File: src/rtl/mem_pkg.sv
// Shared types and constants for the two-port memory arbiter.
package mem_pkg;

    typedef enum logic [1:0] {
        IDLE,
        SERVE_I,
        SERVE_D
    } arb_state_e;

    localparam logic [2:0] IFETCH_FUNCT3 = 3'b010;

    typedef struct packed {
        logic [31:0] addr;
        logic [31:0] wdata;
        logic [2:0]  funct3;
        logic        wen;
    } arb_req_t;

endpackage

File: src/rtl/mem_arbiter_if.sv
// Fetch port, data port and shared memory bus of the arbiter.
interface mem_arbiter_if;

    logic        IReq_i;
    logic [31:0] IAddr_i;
    logic [31:0] IReadD_o;
    logic        IReady_o;

    logic        DRead_i;
    logic        DWrite_i;
    logic [31:0] DAddr_i;
    logic [31:0] DWriteD_i;
    logic [2:0]  Dfunct3_i;
    logic [31:0] DReadD_o;
    logic        DReady_o;

    logic [31:0] MAddr_o;
    logic [31:0] MWriteD_o;
    logic        Mread_o;
    logic        Mwrite_o;
    logic [2:0]  Mfunct3_o;
    logic [31:0] MReadD_i;
    logic        Mready_i;

    modport master (
        input  IReq_i, IAddr_i,
        output IReadD_o, IReady_o,
        input  DRead_i, DWrite_i, DAddr_i, DWriteD_i, Dfunct3_i,
        output DReadD_o, DReady_o,
        output MAddr_o, MWriteD_o, Mread_o, Mwrite_o, Mfunct3_o,
        input  MReadD_i, Mready_i
    );

    modport slave (
        output IReq_i, IAddr_i,
        input  IReadD_o, IReady_o,
        output DRead_i, DWrite_i, DAddr_i, DWriteD_i, Dfunct3_i,
        input  DReadD_o, DReady_o,
        input  MAddr_o, MWriteD_o, Mread_o, Mwrite_o, Mfunct3_o,
        output MReadD_i, Mready_i
    );

endinterface

File: src/rtl/mem_arbiter_rr_picker.sv
// Two-way round-robin choice: on a tie the port not granted last wins.
module rr_picker (
    input  logic ireq,
    input  logic dreq,
    input  logic last_d,
    output logic igrant,
    output logic dgrant
);

    always_comb begin
        igrant = 1'b0;
        dgrant = 1'b0;
        unique case (1'b1)
            (ireq && dreq): begin
                igrant = last_d;
                dgrant = !last_d;
            end
            (dreq && !ireq): dgrant = 1'b1;
            (ireq && !dreq): igrant = 1'b1;
            default: ;
        endcase
    end

endmodule

File: src/rtl/mem_arbiter.sv
// Shares one memory bus between instruction fetch and data load/store;
// the memory side is driven only from the request latched at grant.
module mem_arbiter
    import mem_pkg::*;
(
    input logic           clk,
    input logic           rst_n,
    mem_arbiter_if.master bus
);

    arb_state_e state;
    arb_state_e state_nx;
    arb_req_t   req_q;
    arb_req_t   req_nx;
    logic       last_d;
    logic       ireq;
    logic       dreq;
    logic       igrant;
    logic       dgrant;
    logic       grant;
    logic       done;

    // A port in its Ready cycle is masked so a held request is not re-served.
    assign ireq  = bus.IReq_i && !bus.IReady_o;
    assign dreq  = (bus.DRead_i || bus.DWrite_i) && !bus.DReady_o;
    assign grant = (state == IDLE) && (igrant || dgrant);
    assign done  = (state != IDLE) && bus.Mready_i;

    rr_picker u_rr (
        .ireq   (ireq),
        .dreq   (dreq),
        .last_d (last_d),
        .igrant (igrant),
        .dgrant (dgrant)
    );

    always_comb begin
        req_nx = '{addr: bus.IAddr_i, wdata: '0,
                   funct3: IFETCH_FUNCT3, wen: 1'b0};
        if (dgrant) begin
            req_nx = '{addr: bus.DAddr_i, wdata: bus.DWriteD_i,
                       funct3: bus.Dfunct3_i, wen: bus.DWrite_i};
        end
    end

    always_ff @(posedge clk or negedge rst_n) begin
        if (!rst_n) state <= IDLE;
        else        state <= state_nx;
    end

    always_comb begin
        state_nx = state;
        unique case (state)
            IDLE: begin
                if (dgrant)      state_nx = SERVE_D;
                else if (igrant) state_nx = SERVE_I;
            end
            SERVE_I, SERVE_D: begin
                if (bus.Mready_i) state_nx = IDLE;
            end
            default: state_nx = IDLE;
        endcase
    end

    always_comb begin
        bus.Mread_o  = 1'b0;
        bus.Mwrite_o = 1'b0;
        if (state != IDLE) begin
            bus.Mread_o  = !req_q.wen;
            bus.Mwrite_o = req_q.wen;
        end
    end

    assign bus.MAddr_o   = req_q.addr;
    assign bus.MWriteD_o = req_q.wdata;
    assign bus.Mfunct3_o = req_q.funct3;

    always_ff @(posedge clk or negedge rst_n) begin
        if (!rst_n) begin
            req_q        <= '0;
            last_d       <= 1'b0;
            bus.IReady_o <= 1'b0;
            bus.DReady_o <= 1'b0;
            bus.IReadD_o <= '0;
            bus.DReadD_o <= '0;
        end else begin
            bus.IReady_o <= done && (state == SERVE_I);
            bus.DReady_o <= done && (state == SERVE_D);
            if (grant) begin
                req_q  <= req_nx;
                last_d <= dgrant;
            end
            if (done && (state == SERVE_I)) begin
                bus.IReadD_o <= bus.MReadD_i;
            end
            if (done && (state == SERVE_D) && !req_q.wen) begin
                bus.DReadD_o <= bus.MReadD_i;
            end
        end
    end

endmodule

File: src/flat_wrapper.sv
// flat-port wrapper written by rule: the top's interface ports become plain ports
module mem_arbiter_flat import mem_pkg::*;
  (clk, rst_n, bus_IReq_i, bus_IAddr_i, bus_IReadD_o, bus_IReady_o, bus_DRead_i, bus_DWrite_i, bus_DAddr_i, bus_DWriteD_i, bus_Dfunct3_i, bus_DReadD_o, bus_DReady_o, bus_MAddr_o, bus_MWriteD_o, bus_Mread_o, bus_Mwrite_o, bus_Mfunct3_o, bus_MReadD_i, bus_Mready_i);
  mem_arbiter_if bus_i ();
  input logic clk;
  input logic rst_n;
  input wire logic [$bits(bus_i.IReq_i)-1:0] bus_IReq_i;
  input wire logic [$bits(bus_i.IAddr_i)-1:0] bus_IAddr_i;
  output wire logic [$bits(bus_i.IReadD_o)-1:0] bus_IReadD_o;
  output wire logic [$bits(bus_i.IReady_o)-1:0] bus_IReady_o;
  input wire logic [$bits(bus_i.DRead_i)-1:0] bus_DRead_i;
  input wire logic [$bits(bus_i.DWrite_i)-1:0] bus_DWrite_i;
  input wire logic [$bits(bus_i.DAddr_i)-1:0] bus_DAddr_i;
  input wire logic [$bits(bus_i.DWriteD_i)-1:0] bus_DWriteD_i;
  input wire logic [$bits(bus_i.Dfunct3_i)-1:0] bus_Dfunct3_i;
  output wire logic [$bits(bus_i.DReadD_o)-1:0] bus_DReadD_o;
  output wire logic [$bits(bus_i.DReady_o)-1:0] bus_DReady_o;
  output wire logic [$bits(bus_i.MAddr_o)-1:0] bus_MAddr_o;
  output wire logic [$bits(bus_i.MWriteD_o)-1:0] bus_MWriteD_o;
  output wire logic [$bits(bus_i.Mread_o)-1:0] bus_Mread_o;
  output wire logic [$bits(bus_i.Mwrite_o)-1:0] bus_Mwrite_o;
  output wire logic [$bits(bus_i.Mfunct3_o)-1:0] bus_Mfunct3_o;
  input wire logic [$bits(bus_i.MReadD_i)-1:0] bus_MReadD_i;
  input wire logic [$bits(bus_i.Mready_i)-1:0] bus_Mready_i;
  assign bus_i.IReq_i = bus_IReq_i;
  assign bus_i.IAddr_i = bus_IAddr_i;
  assign bus_IReadD_o = bus_i.IReadD_o;
  assign bus_IReady_o = bus_i.IReady_o;
  assign bus_i.DRead_i = bus_DRead_i;
  assign bus_i.DWrite_i = bus_DWrite_i;
  assign bus_i.DAddr_i = bus_DAddr_i;
  assign bus_i.DWriteD_i = bus_DWriteD_i;
  assign bus_i.Dfunct3_i = bus_Dfunct3_i;
  assign bus_DReadD_o = bus_i.DReadD_o;
  assign bus_DReady_o = bus_i.DReady_o;
  assign bus_MAddr_o = bus_i.MAddr_o;
  assign bus_MWriteD_o = bus_i.MWriteD_o;
  assign bus_Mread_o = bus_i.Mread_o;
  assign bus_Mwrite_o = bus_i.Mwrite_o;
  assign bus_Mfunct3_o = bus_i.Mfunct3_o;
  assign bus_i.MReadD_i = bus_MReadD_i;
  assign bus_i.Mready_i = bus_Mready_i;
  mem_arbiter u_core (.clk(clk), .rst_n(rst_n), .bus(bus_i));
endmodule
File: config.mk
export PLATFORM = sky130hd
export DESIGN_NAME = mem_arbiter_flat
export DESIGN_NICKNAME = d
export VERILOG_FILES = /design/src/rtl/mem_pkg.sv /design/src/rtl/mem_arbiter_if.sv /design/src/rtl/mem_arbiter_rr_picker.sv /design/src/rtl/mem_arbiter.sv /design/src/flat_wrapper.sv
export SDC_FILE = /design/constraint.sdc
export NUM_CORES = 1
export LEC_CHECK = 0
export CAP_MARGIN = 20
export CORE_MARGIN = 8
export CORE_UTILIZATION = 39
export CTS_CLUSTER_SIZE = 12
export DETAILED_ROUTE_END_ITERATION = 8
export PLACE_DENSITY_LB_ADDON = 0.2
export SLEW_MARGIN = 10
export SYNTH_ARGS = -nofsm -noshare
export SYNTH_HDL_FRONTEND = slang
export SYNTH_SLANG_ARGS = --single-unit
File: constraint.sdc
create_clock -name clk -period 1.75 [get_ports clk]
set_input_delay 0.35 -clock clk [delete_from_list [all_inputs] [get_ports clk]]
set_output_delay 0.35 -clock clk [all_outputs]
set_load 0.005 [all_outputs]
==> impl_metrics.yaml, run 1 <==
status:
  status: "complete, no violations"
global_route:
  grt_max_degree: 55
  grt.overflow.total: 0
  globalRouteTotalUtil_pct: 19.7
  grt_pass1_vias: 5492
  antenna_found_initial: 1
  grt_pass1_wl_um: 30900
drt:
  wl_um: 20500
  via_per_inst: 5.23
  first_iter_violations: 182
  wl_per_cell_um: 21.4
  drt_first_pass_iters: 4
  vias: 5014
  ant_nets: 0
  drc: 0
place:
  portBuffers: 271
  dp_hpwl_um: 14300
  gp_congestion: 0.769
  pre_cts_slack_ns: -0.448
sta:
  setup_viol: 0
  period_minus_slack_ns: 1.75
  post-route-period-util_pct: 99.9
  finClkSkew_ns: 0.0146
  max_freq_ghz: 0.572
  final-hold-violation-count: 0
  rsz0062_at_grt: "yes"
  fin_ws_ns: 0.00179
  slew_violations: 0
  worst_pin_slew_ns: 0.555
  slew_headroom_pct: 62.9
finish:
  final_cell_mix: "267 x clkdlybuf4s50_1, 137 x dfrtp_1, 33 x a22o_1, 33 x nand3_1"
  layout_commonest_cell: "clkdlybuf4s50_1"
  num_antenna_cells: 0
  fillers: 1254
  drive_gt1_share_pct: 20.9
  syn_to_final_growth_pct: 54.7
  nets: 871
  finish.utilization_pct: 61.9
power_and_ir_drop:
  combPwrFrac_pct: 46.3
  seqPwrFrac_pct: 31.2
  p_switching_uw: 5360
  peakVddDrop_mv: 1.19
  power_density_nw_per_um2: 1780
  sw_frac_of_total_pct: 30.5
  leakage_uw: 0.00414
  pwr-share-clk_pct: 22.5
  power.internal_uw: 12200
logic_synthesis:
  syn-cell-area_sq_um: 6360
  yosysSeqAreaShare_pct: 53.9
  synth_seq_cells: 137
  synthAdderAreaFrac_pct: 0.590
  synth_top_family_by_area: "compound AO/OA/AOI/OAI gates"
  synth_compound_area_share_pct: 15.9
  muxShareOfSynthArea_pct: 12.9
  synthXorXnorAreaFrac_pct: 0
  syn_inst: 506
  synth_simple_gate_area_share_pct: 4.27
  avgSynthCellArea_sq_um: 12.6
  ys_warn_count: 0
  netlist-cell-type-count: 31
  syn-num-nets: 646
floorplanning:
  core.rowCount: 46
  io-pin-count: 272
  core_region_area_sq_um: 15900
  die-height_um: 144
  start_util_pct: 40.0
  die_area_sq_um: 20600
  die_w_um: 144
worst_setup_path:
  path_class: "register to register"
  rrSetupSlack_ns: 0.002
  r2r_start: "u_core.state[0]"
  crit_path_start_kind: "register"
  reg2regPathDepth: 8
  crit_fanout: 9
  arrival_ns: 2.05
  cp-end-kind: "register"
  reg2reg_to: "u_core.bus.DReadD_o[15]"
  cp_data_required_time_ns: 2.05
cts:
  numCtsBuffers: 17
  cts_tree: "yes"
  htreeDepth: 4
  clkSinkCount: 137
  ctsRootBufferMaster: "clkbuf_16"
  cts_max_path_buffers: 2
  clk_latency_ns: 0.42
  clk_pin_slew_ns: 0.06
job:
  max_cap_violations: 0
min_path:
  hold_class: "input pin to asynchronous set/reset pin"
==> per-stage QoR <==
stage	power (uW)	hold WS, ns	std cells	TNS (ns)	area (sq um)
CTS	17600	0.344	955	-0.548	9770
floorplan	9700	0.0544	506	0	6360
detailed placement	13300	0.218	916	-26.25	8950
global placement	13000	0.215	916	-20.49	8950
global route	18600	0.355	959	-1.52	9840
finish	17500	0.342	959	0	9840
==> layout make-up <==
class,instances,area (sq um),share of cell area (%)
clock inverters,14,219,2.23
clock buffers,17,425,4.33
well taps,216,270,2.75
flip-flops and latches,137,3430,34.9
inverters,3,11.3,0.114
repair buffers,315,3260,33.2
multi-input cells,257,2220,22.6
==> layer usage <==
| layer | up-vias | track usage [%] | routed length, um |
|---|---|---|---|
| met2 | 234 | 31.9 | 9820 |
| met5 | - | 0 | 13 |
| met4 | 2 | 7.58 | 445 |
| met1 | 2498 | 21.9 | 7790 |
| li1 | 2244 | - | - |
| met3 | 36 | 9.62 | 2430 |
==> critical path: stages, from the launching register on <==
cell     delay (ns)
dfrtp_1        0.38
inv_2          0.09
buf_6          0.11
ha_4           0.10
and3b_1        0.17
nor2b_4        0.16
buf_12         0.14
buf_12         0.15
mux2_4         0.30
==> state kept, by name (all words and copies together), names as in the netlist <==
name / flops
u_core.bus.MWriteD_o: 32
u_core.bus.Mfunct3_o: 3
u_core.last_d: 1
u_core.bus.DReady_o: 1
u_core.bus.IReadD_o: 32
u_core.state: 2
u_core.bus.DReadD_o: 32
u_core.bus.MAddr_o: 32
u_core.req_q: 1
u_core.bus.IReady_o: 1
==> synth_stat cells <==
cell | count | area, sq um
a21o_1 | 1 | 7.51
and3_4 | 1 | 11.3
or2_1 | 1 | 6.26
a21oi_4 | 1 | 16.3
o22ai_1 | 2 | 12.5
o22a_1 | 1 | 8.76
a22o_4 | 2 | 35.0
mux2_2 | 38 | 428
nand3_1 | 33 | 165
mux2_4 | 26 | 390
o21bai_2 | 1 | 11.3
or3b_1 | 1 | 8.76
o21ba_1 | 1 | 10.0
buf_6 | 14 | 158
ha_1 | 3 | 37.5
a211oi_1 | 32 | 240
clkbuf_1 | 18 | 67.6
buf_2 | 11 | 55.1
nand2b_1 | 1 | 6.26
a22o_1 | 33 | 289
a21oi_1 | 2 | 10.0
dfrtp_1 | 137 | 3430
nand3b_1 | 2 | 15.0
and3b_1 | 3 | 26.3
nor2_1 | 2 | 7.51
a31oi_1 | 32 | 200
inv_1 | 3 | 11.3
o21ai_0 | 32 | 160
nor2b_1 | 4 | 25.0
a21boi_1 | 1 | 7.51
buf_4 | 67 | 503
==> repair_timing <==
item                       CTS  global route
setup buffers                4             4
cloned                       3             1
hold endpoints to repair    20             0
resized for setup           26             7
hold buffers                 1             0
pin swaps                    1             2
setup endpoints to repair  103           100
==> worst max path at each step <==
stage / start / to / slack (ns) / depth (start not counted)
floorplan: u_core.state[0] / u_core.bus.DReadD_o[14] / 0.06 / 7
global placement: bus_DRead_i / u_core.bus.MWriteD_o[24] / -0.37 / 4
detailed placement: bus_DRead_i / u_core.bus.MWriteD_o[11] / -0.45 / 4
CTS: u_core.state[0] / u_core.bus.DReadD_o[21] / -0.07 / 9
global route: u_core.state[0] / u_core.bus.DReadD_o[30] / -0.06 / 8
finish: u_core.state[0] / u_core.bus.DReadD_o[15] / 0.002 / 8
==> logic make-up (layout without fill, tap and decap cells) <==
logic type,after synthesis,in the layout
DFF,137,137
buffers and inverters,113,349
muxes,64,64
adders and majority gates,3,3
AOI/OAI and AO/OA,141,142
and+or+nand+nor,48,48
==> power by group through the flow <==
stage               sequential, uW  combinational (uW)  clock [uW]
finish                        5470                8120        3950
global route                  5650                8730        4200
CTS                           5480                8110        4060
detailed placement            5490                7780           0
global placement              5450                7580           0
floorplan                     5400                4300           0
No activity file was read; power rests on OpenSTA's default activity.
==> run 2, diff against run 1 <==
REMOVE_ABC_BUFFERS = 1   (was unset)
==> run 2 against run 1 <==
Effect of this change:
- the flow now finishes with violations (setup timing)
- non-clock buffer count decreased by 6
- die area unchanged
- via count decreased by 2.0%
- count of clock-buffer cells in the layout increased by 5
- largest cell class unchanged
- first-iteration DRC count increased by 53%
==> impl_metrics.yaml, run 2 (synthesis results as in run 1) <==
sta:
  slew_headroom_pct: 61.5
  finClkSkew_ns: 0.00518
  final-hold-violation-count: 0
  slew_violations: 0
  period_minus_slack_ns: 1.79
  fin_ws_ns: -0.0370
  setup_viol: 18
  max_freq_ghz: 0.560
  post-route-period-util_pct: 102
  worst_pin_slew_ns: 0.576
  finalSetupTns_ns: -0.414
  rsz0062_at_grt: "yes"
finish:
  fillers: 1277
  drive_gt1_share_pct: 20.1
  final_cell_mix: "266 x clkdlybuf4s50_1, 137 x dfrtp_1, 33 x a22o_1, 33 x nand3_1, 33 x mux2_4"
  layout_commonest_cell: "clkdlybuf4s50_1"
  num_antenna_cells: 0
  finish.utilization_pct: 61.1
  syn_to_final_growth_pct: 52.6
  nets: 865
  regArea_sq_um: 3430
  multiInputGateArea_sq_um: 2220
drt:
  ant_nets: 0
  drc: 0
  wl_um: 20200
  via_per_inst: 5.15
  wl_per_cell_um: 21.2
  drt_first_pass_iters: 5
  first_iter_violations: 278
  vias: 4916
cts:
  htreeDepth: 4
  clk_pin_slew_ns: 0.06
  clkSinkCount: 137
  cts_max_path_buffers: 2
  clk_latency_ns: 0.42
  cts_tree: "yes"
  numCtsBuffers: 17
  ctsRootBufferMaster: "clkbuf_16"
floorplanning:
  core_region_area_sq_um: 15900
  die_w_um: 144
  die_area_sq_um: 20600
  start_util_pct: 40.0
  core.rowCount: 46
  io-pin-count: 272
  die-height_um: 144
worst_setup_path:
  arrival_ns: 2.08
  crit_top_cell: "buf_12"
  crit_path_start_kind: "register"
  worst_path_max_delay_cell: "dfrtp_1"
  path_class: "register to register"
  r2r_start: "u_core.state[0]"
  path_cells: "inv_2, buf_6, ha_4, and3b_1, nor2b_4, buf_12, buf_12, mux2_4"
  rrSetupSlack_ns: -0.04
  reg2regPathDepth: 8
  crit_fanout: 9
  cp_data_required_time_ns: 2.05
  cp-end-kind: "register"
  reg2reg_to: "u_core.bus.DReadD_o[20]"
  max_stage_delay_ns: 0.40
job:
  max_cap_violations: 0
min_path:
  hold_class: "input pin to asynchronous set/reset pin"
status:
  status: "finished, violations left"
  violations: "setup timing"
place:
  portBuffers: 271
  dp_hpwl_um: 14300
  gp_congestion: 0.798
power_and_ir_drop:
  power_density_nw_per_um2: 1750
  peakVddDrop_mv: 0.951
  leakage_uw: 0.00408
global_route:
  grt_pass1_wl_um: 31000
  grt.overflow.total: 0
  globalRouteTotalUtil_pct: 19.5
  grt_pass1_vias: 5520
  grt_max_degree: 42
  antenna_found_initial: 0
-- run 2: critical path: cells and delay by family (launching register included) --
family | cells | cell delay, ns
muxes | 1 | 0.30
adders and majority gates | 1 | 0.11
and+or+nand+nor | 2 | 0.38
DFF | 1 | 0.40
buffers and inverters | 4 | 0.48
-- run 2: cell type report --
class | count | share of cell area [%]
sequential | 137 | 35.3
multi-input combinational | 257 | 22.9
inverter | 3 | 0.116
clock inverter | 10 | 1.21
timing repair buffer | 309 | 32.8
tap | 216 | 2.79
clock buffer | 22 | 4.89
-- run 2: worst max-delay path by stage --
stage	depth (start not counted)	slack [ns]	start	to
after floorplan	5	-1.88	u_core.state[0]	u_core.bus.DReadD_o[0]
after global placement	4	-0.35	bus_DRead_i	u_core.bus.MWriteD_o[25]
after detailed placement	4	-0.43	bus_DRead_i	u_core.bus.MWriteD_o[11]
after CTS	5	-0.02	u_core.state[1]	bus_Mwrite_o
after global routing	8	-0.10	u_core.state[0]	u_core.bus.DReadD_o[6]
final	8	-0.04	u_core.state[0]	u_core.bus.DReadD_o[20]
-- run 2: metrics by stage --
| step | hold WS (ns) | cell area, sq um | std cells | worst slack [ns] | total power [uW] |
|---|---|---|---|---|---|
| 2_1_floorplan | 0.0544 | 5580 | 396 | -1.88 | 8410 |
| 3_3_place_gp | 0.283 | 8930 | 914 | -0.348 | 13000 |
| 3_5_place_dp | 0.296 | 8930 | 914 | -0.431 | 13200 |
| 4_1_cts | 0.419 | 9570 | 949 | -0.0154 | 17000 |
| 5_1_grt | 0.468 | 9700 | 954 | -0.102 | 18000 |
| 6_report | 0.432 | 9700 | 954 | -0.0370 | 17000 |
-- run 2: power breakdown --
part,switching [uW],leakage (uW),internal (uW)
combinational,3050,0.00214,4860
sequential,860,0.00166,4650
clock,1360,0.000279,2210
-- run 2: routing by layer --
| layer | GRT usage (%) | part of all wire [%] | up-vias |
|---|---|---|---|
| li1 | - | - | 2224 |
| met1 | 23.2 | 40 | 2441 |
| met3 | 7.00 | 8.9 | 27 |
| met4 | 5.92 | 1.6 | 0 |
| met2 | 32.6 | 50 | 224 |
| met5 | 0 | 0 | - |
-- run 2: what timing repair did --
item / CTS / global route
endpoints found under the setup margin: 88 / 67
pin swaps: 0 / 2
endpoints found under the hold margin: 35 / 0
buffers inserted: 1 / 4
resized for setup: 16 / 17
gates cloned: 1 / 2
hold buffers: 1 / 0
==> run 3, diff against run 2 <==
CORE_MARGIN = 2   (was 8)
SLEW_MARGIN = unset   (was 10)
==> run 3 against run 2 <==
Effect of this change:
- the run still ends with setup timing left
- combinational power is 0.6% higher
- clock skew is 0.0020 ns higher
- sequential cell count stayed put
- fmax is 0.29% lower
- clock power is 7.3% lower
==> impl_metrics.yaml, run 3 (synthesis results as in run 1) <==
sta:
  finalSetupTns_ns: -0.473
  slew_headroom_pct: 73.7
  slew_violations: 0
  final-hold-violation-count: 0
  max_freq_ghz: 0.558
  fin_ws_ns: -0.0422
  post-route-period-util_pct: 102
  holdWs_ns: 0.419
  period_minus_slack_ns: 1.79
  worst_pin_slew_ns: 0.395
  rsz0062_at_grt: "yes"
  setup_viol: 23
  finClkSkew_ns: 0.00716
finish:
  layout_commonest_cell: "clkdlybuf4s50_1"
  fillers: 1275
  drive_gt1_share_pct: 20.9
  finalInstanceArea_sq_um: 9710
  nets: 868
  final_cell_mix: "267 x clkdlybuf4s50_1, 137 x dfrtp_1, 33 x a22o_1, 33 x nand3_1"
  syn_to_final_growth_pct: 52.8
global_route:
  grt.overflow.total: 0
  grt_max_degree: 58
  antenna_found_initial: 2
  grt_pass1_vias: 5284
  globalRouteTotalUtil_pct: 21.0
  grt_pass1_wl_um: 28700
power_and_ir_drop:
  leakage_uw: 0.00407
  power_density_nw_per_um2: 1730
  peakVddDrop_mv: 0.790
cts:
  htreeDepth: 4
  clk_latency_ns: 0.42
  numCtsBuffers: 17
  clk_pin_slew_ns: 0.06
  clkSinkCount: 137
  ctsRootBufferMaster: "clkbuf_16"
  cts_tree: "yes"
  cts_max_path_buffers: 2
worst_setup_path:
  arrival_ns: 2.09
  r2r_start: "u_core.state[0]"
  cp-end-kind: "register"
  path_class: "register to register"
  crit_fanout: 4
  crit_path_start: "u_core.state[0]"
  crit_path_start_kind: "register"
  cp_data_required_time_ns: 2.05
place:
  portBuffers: 271
  gp_congestion: 0.787
  dp_hpwl_um: 12200
  dpl_cell_area_sq_um: 8970
min_path:
  hold_class: "input pin to asynchronous set/reset pin"
drt:
  first_iter_violations: 235
  vias: 4950
  drc: 0
  drt_first_pass_iters: 5
  wl_um: 17800
  ant_nets: 0
  via_per_inst: 5.17
  wl_per_cell_um: 18.6
floorplanning:
  die-height_um: 132
  io-pin-count: 272
  die_area_sq_um: 17300
  start_util_pct: 40.0
  core.rowCount: 46
  core_region_area_sq_um: 15900
  die_w_um: 132
job:
  max_cap_violations: 0
status:
  status: "finished, violations left"
  violations: "setup timing"
## run 3: what timing repair did
item                                    in CTS  in global routing
gates resized for setup                     22                 10
endpoints found under the hold margin       38                  0
setup buffers                                5                  2
hold buffers                                 1                  0
gates cloned                                 1                  1
endpoints found under the setup margin     118                 88
pin swaps                                    2                  2
## run 3: cell type report
type	count	area [sq um]	area share [%]
Multi-Input combinational cell	256	2220	22.8
Inverter	3	11.3	0.116
Timing Repair Buffer	313	3240	33.3
Sequential cell	137	3430	35.3
Antenna cell	1	2.50	0.0258
Clock buffer	19	443	4.56
Clock inverter	12	103	1.06
Tap cell	216	270	2.78
## run 3: layer usage
layer	up-vias	GRT usage [%]	share of wire (%)
li1	2240	-	-
met1	2442	26.0	41
met2	234	34.6	49
met3	32	6.56	7.7
met4	2	7.85	2.2
met5	-	0	0.073
## run 3: power breakdown
group          total [uW]  switching, uW  internal, uW
registers            5500            849          4650
clock network        3310           1340          1970
logic                7960           2950          5010
total               16800           5140         11600
## run 3: worst paths after layout
check                                                 to  slack (ns)  cells past startpoint
max in group asynchronous        u_core.bus.MWriteD_o[2]        0.68                      3
worst min register to register  u_core.bus.MWriteD_o[28]        0.50                      1
worst min-delay path              u_core.bus.IReadD_o[8]        0.42                      2
min in group clk                u_core.bus.MWriteD_o[28]        0.50                      1
worst max-delay path             u_core.bus.DReadD_o[16]       -0.04                      8
worst max register to register   u_core.bus.DReadD_o[16]       -0.04                      8
## run 3: stage by stage
| step | power (uW) | setup WS, ns | util [%] | instances |
|---|---|---|---|---|
| 2_1_floorplan | 8410 | -1.88 | - | 396 |
| 3_3_place_gp | 13100 | -0.162 | 56.5 | 916 |
| 3_5_place_dp | 13300 | -0.191 | 56.5 | 916 |
| 4_1_cts | 16900 | -0.0297 | 60.9 | 954 |
| 5_1_grt | 17800 | -0.0962 | 61.2 | 957 |
| 6_report | 16800 | -0.0422 | 61.2 | 957 |
## run 3: critical path, cell delays in order, from the launching register on
cell	delay, ns
dfrtp_1	0.38
inv_2	0.10
buf_6	0.11
ha_4	0.11
and3b_1	0.18
nor2b_4	0.22
buf_12	0.14
clkbuf_16	0.14
mux2_4	0.29
